$ cat config.mk
export PLATFORM = sky130hd
export DESIGN_NAME = sipo_frame_ctrl
export DESIGN_NICKNAME = d
export VERILOG_FILES = /design/src/rtl/sipo_frame_ctrl.sv
export SDC_FILE = /design/constraint.sdc
export NUM_CORES = 1
export LEC_CHECK = 0
export BUFFER_PORTS_ARGS = -buffer_cell sky130_fd_sc_hd__buf_2
export CORE_AREA = 2 2 39 41
export CTS_CLUSTER_DIAMETER = 40
export DETAILED_ROUTE_END_ITERATION = 7
export DIE_AREA = 0 0 41 43
export PLACE_DENSITY = 0.61
export SLEW_MARGIN = 10
export SYNTH_ARGS = -nofsm -noshare
export SYNTH_HDL_FRONTEND = slang
export SYNTH_SLANG_ARGS = --single-unit
$ cat constraint.sdc
create_clock -name clk -period 1 [get_ports clk]
set_clock_uncertainty 0.1 [all_clocks]
set_input_delay 0.1 -clock clk [delete_from_list [all_inputs] [get_ports clk]]
set_output_delay 0.1 -clock clk [all_outputs]
set_load 0.02 [all_outputs]
$ cat src/rtl/sipo_frame_ctrl.sv
// Frame controller for an external serial-in/parallel-out shift register:
// gates the shift enable for WIDTH qualified bits, then captures the
// assembled word and offers it on a valid/ready handshake.
module sipo_frame_ctrl #(
  parameter int unsigned WIDTH = 4,
  parameter int unsigned CNT_W = 3
) (
  input  logic             clk,
  input  logic             rst,
  input  logic             start,
  input  logic             bit_valid,
  input  logic             ser_in,
  output logic             shift_en,
  output logic             shift_in,
  input  logic [WIDTH-1:0] par_in,
  output logic [WIDTH-1:0] data_out,
  output logic             data_valid,
  input  logic             data_ready,
  output logic             busy,
  output logic             overrun
);

  localparam logic [CNT_W-1:0] LAST_BIT = CNT_W'(WIDTH - 1);

  typedef enum logic [1:0] {
    IDLE  = 2'd0,
    SHIFT = 2'd1,
    LOAD  = 2'd2
  } state_t;

  state_t           state_q, state_d;
  logic [CNT_W-1:0] cnt_q, cnt_d;
  logic             capture_c;
  logic             drop_c;

  // Serial bit goes straight through; only the enable is qualified.
  assign shift_in = ser_in;
  assign busy     = (state_q != IDLE);

  // State and bit-counter registers.
  always_ff @(posedge clk) begin
    if (rst) begin
      state_q <= IDLE;
      cnt_q   <= '0;
    end else begin
      state_q <= state_d;
      cnt_q   <= cnt_d;
    end
  end

  // Next-state, bit counting, shift gating and LOAD capture/drop decision.
  always_comb begin
    state_d   = state_q;
    cnt_d     = cnt_q;
    shift_en  = 1'b0;
    capture_c = 1'b0;
    drop_c    = 1'b0;
    unique case (state_q)
      IDLE: begin
        if (start) begin
          state_d = SHIFT;
          cnt_d   = '0;
        end
      end
      SHIFT: begin
        shift_en = bit_valid;
        if (bit_valid) begin
          if (cnt_q == LAST_BIT) begin
            state_d = LOAD;
            cnt_d   = '0;
          end else begin
            cnt_d = cnt_q + CNT_W'(1);
          end
        end
      end
      LOAD: begin
        state_d = IDLE;
        if (!data_valid || data_ready) begin
          capture_c = 1'b1;
        end else begin
          drop_c = 1'b1;
        end
      end
      default: begin
        state_d = IDLE;
        cnt_d   = '0;
      end
    endcase
  end

  // Holding register, output handshake and single-cycle overrun pulse.
  always_ff @(posedge clk) begin
    if (rst) begin
      data_out   <= '0;
      data_valid <= 1'b0;
      overrun    <= 1'b0;
    end else begin
      overrun <= drop_c;
      if (capture_c) begin
        data_out   <= par_in;
        data_valid <= 1'b1;
      end else if (data_valid && data_ready) begin
        data_valid <= 1'b0;
      end
    end
  end

endmodule
==> out/qor.yml <==
grt.total_usage: 0.1472
nNetsFinal: 94
register_area_sq_um: 231.5
postSynthNetCount: 64
hp-class: "in -> reg"
first_pass_iters: 4
yosys.area.top_type_share: 0.4571
synth_area_sq_um: 481.7
critical_path_required_ns: 0.80
cp-start-kind: "flip-flop"
synth_edf_count: 0
grt_start_max_net_pins: 12
swShare: 0.2380
finalHoldViolations: 0
num_vias: 503
synth_area_leaders: "dfxtp_1 (46%), a21oi_1 (7.3%), nand2b_1 (5.2%), nand3_1 (5.2%), nor4bb_1 (4.2%)"
yosysWarnings: 0
final.setup.tns_ns: -1.427
overflow: 0
reg2reg_slack_ns: -0.18
clkTransAtPathRegs_ns: 0.07
numClockSinks: 11
worstPathCellList: "nor2b_4 > and2_4 > buf_6"
r2r_start: "state_q[1]$_SDFFE_PP0P_"
min_to: "data_valid$_SDFFE_PP0P_"
slowest_stage: "dfxtp_4"
worst_setup_path_end_kind: "primary output"
maxCapViolCount: 0
antenna_found_initial: 0
hp-start: "rst"
fp-row-count: 14
reg2reg_depth: 4
crit_path_max_fanout: 4
io_pins: 19
combPwrFrac: 0.157
synth_flop_cell: "dfxtp_1"
cts-root-buf: "clkbuf_4"
placed_cell_area_sq_um: 598.1
pwr-share-seq: 0.502
slew_violations: 0
ys_top_cells_by_count: "dfxtp_1 (11), a21oi_1 (7), nand3_1 (5)"
finalSetupViolations: 10
gp_congestion: 0.7033
drt_iter0_markers: 14
fin_crit_sh: 1.220
post-route-min-period_ns: 1.220
fin_area_sq_um: 813.3
synthCells: 53
htreeDepth: 1
path_delay_family: "flip-flops"
viasPerCell: 5.133
crit_buf_inv: 1
die_y_um: 43
yosysMostFrequentCell: "dfxtp_1"
critPathKind: "reg -> out"
synth-async-reset-ratio: 0
multi_input_area_sq_um: 336.6
grt_pass1_vias: 447
rsz0062_at_grt: "true"
die_x_um: 41
synth_seq_cells: 11
p_leak_nw: 0.3162
cts_tree: "built"
internal_power_uw: 675.2
switching_power_uw: 210.9
p_per_area_nw_per_um2: 1090
arrival_ns: 1.02
floorplan.initialDensity: 0.3481
dp_hpwl_um: 750.5
diodes: 0
core_sq_um: 1384
fin_ws_ns: -0.2201
drive_above_1_share: 0.6463
critPathMaxStageDelay_ns: 0.36
syn_area_per_cell_sq_um: 9.089
insertion_delay_ns: 0.27
grt_pass1_wl_um: 1780
status: "finished, violations left"
fmax_mhz: 819.6
peakVddDrop_mv: 0.6975
portBuffers: 16
route.antenna.remaining_nets: 0
violations: "setup timing"
dieArea_sq_um: 1763
cts_buffers: 3
hold_depth: 2
wire_per_inst_um: 12.54
route.detailed.drc: 0
seq_area_frac_synth: 0.4571
area_growth_pct: 68.83
clockBufferDepth: 2
wl_um: 1229
ys_types: 23
r2r-end: "cnt_q[1]$_SDFFE_PP0P_"
num-fill-cells: 124
tightestPinTransition_ns: 0.3178
slew_headroom: 0.7881
yosysTopAreaCell: "dfxtp_1"
clkPwrFrac: 0.342
[metal layers]
metal	up-vias	part of all wire	global-route usage	wire length, um
met1	226	0.39	0.1792	481
met4	0	0.015	0.08000	18
li1	254	-	-	-
met3	4	0.060	0.03141	74
met2	19	0.53	0.2281	656
met5	-	0	0	0
[power groups by stage]
| stage | clock network (mW) | logic [mW] | registers [mW] |
|---|---|---|---|
| after floorplan | 0 | 0.0502 | 0.460 |
| after global placement | 0 | 0.0822 | 0.459 |
| after detailed placement | 0 | 0.0824 | 0.460 |
| after CTS | 0.309 | 0.127 | 0.444 |
| after global routing | 0.326 | 0.151 | 0.446 |
| final | 0.303 | 0.139 | 0.445 |
[logic make-up (layout without fill, tap and decap cells)]
group	after synthesis	after routing	share of synthesized area
adders and majority gates	1	1	0.02597
buffers and inverters	3	32	0.03116
AOI/OAI and AO/OA	15	15	0.1688
DFF	11	11	0.4571
and+or+nand+nor	23	23	0.3169
[cells in the final DEF (no fill, tap or decap), types with 2 or more instances in the layout]
cell           instances
dfxtp_2                3
nand3_2                4
a31oi_1                2
a21oi_1                2
buf_2                 14
nand2b_4               3
a21oi_2                5
nand2_1                2
nor3_1                 2
buf_4                  5
clkbuf_4               3
buf_6                  4
nor3b_2                2
dlygate4sd3_1          4
dfxtp_1                6
o21ai_1                4
dfxtp_4                2
[timing repair]
item | in CTS | in global routing
pin swaps | 6 | 10
setup endpoints to repair | 11 | 12
buffers inserted | 4 | 1
hold buffers | 4 | 0
hold endpoints to repair | 4 | 0
cloned | 0 | 0
resized for setup | 18 | 12
[layout make-up]
class | count | area share
multi-input cells | 39 | 0.4138
clock buffers | 4 | 0.03231
inverters | 1 | 0.007692
repair buffers | 27 | 0.2369
flip-flops and latches | 11 | 0.2846
well taps | 16 | 0.02462
[flip-flops by register name, summed over array words and instances (netlist names)]
signal	cells
state_q	2
data_out	4
overrun	1
data_valid	1
cnt_q	3
[worst max path at each step]
| stage | endpoint | startpoint | depth (start not counted) |
|---|---|---|---|
| 3_3_place_gp | cnt_q[0]$_SDFFE_PP0P_ | cnt_q[1]$_SDFFE_PP0P_ | 4 |
| 5_1_grt | cnt_q[1]$_SDFFE_PP0P_ | state_q[1]$_SDFFE_PP0P_ | 4 |
| 3_5_place_dp | cnt_q[0]$_SDFFE_PP0P_ | cnt_q[1]$_SDFFE_PP0P_ | 4 |
| 6_report | shift_en | state_q[0]$_SDFFE_PP0P_ | 3 |
| 2_1_floorplan | state_q[1]$_SDFFE_PP0P_ | state_q[0]$_SDFFE_PP0P_ | 3 |
| 4_1_cts | shift_en | state_q[0]$_SDFFE_PP0P_ | 3 |
[through the flow]
step	power (mW)	cells	util	worst slack, ns	hold WS (ns)
4_1_cts	0.8803	97	0.5434	-0.2169	0.03497
3_5_place_dp	0.5421	85	0.4322	-0.08621	0.1001
5_1_grt	0.9224	98	0.5877	-0.2550	0.08011
6_report	0.8861	98	0.5877	-0.2201	0.07076
2_1_floorplan	0.5097	53	-	-0.01278	0.07615
3_3_place_gp	0.5410	85	0.4322	-0.09239	0.1001
No activity file was read; power rests on OpenSTA's default activity.
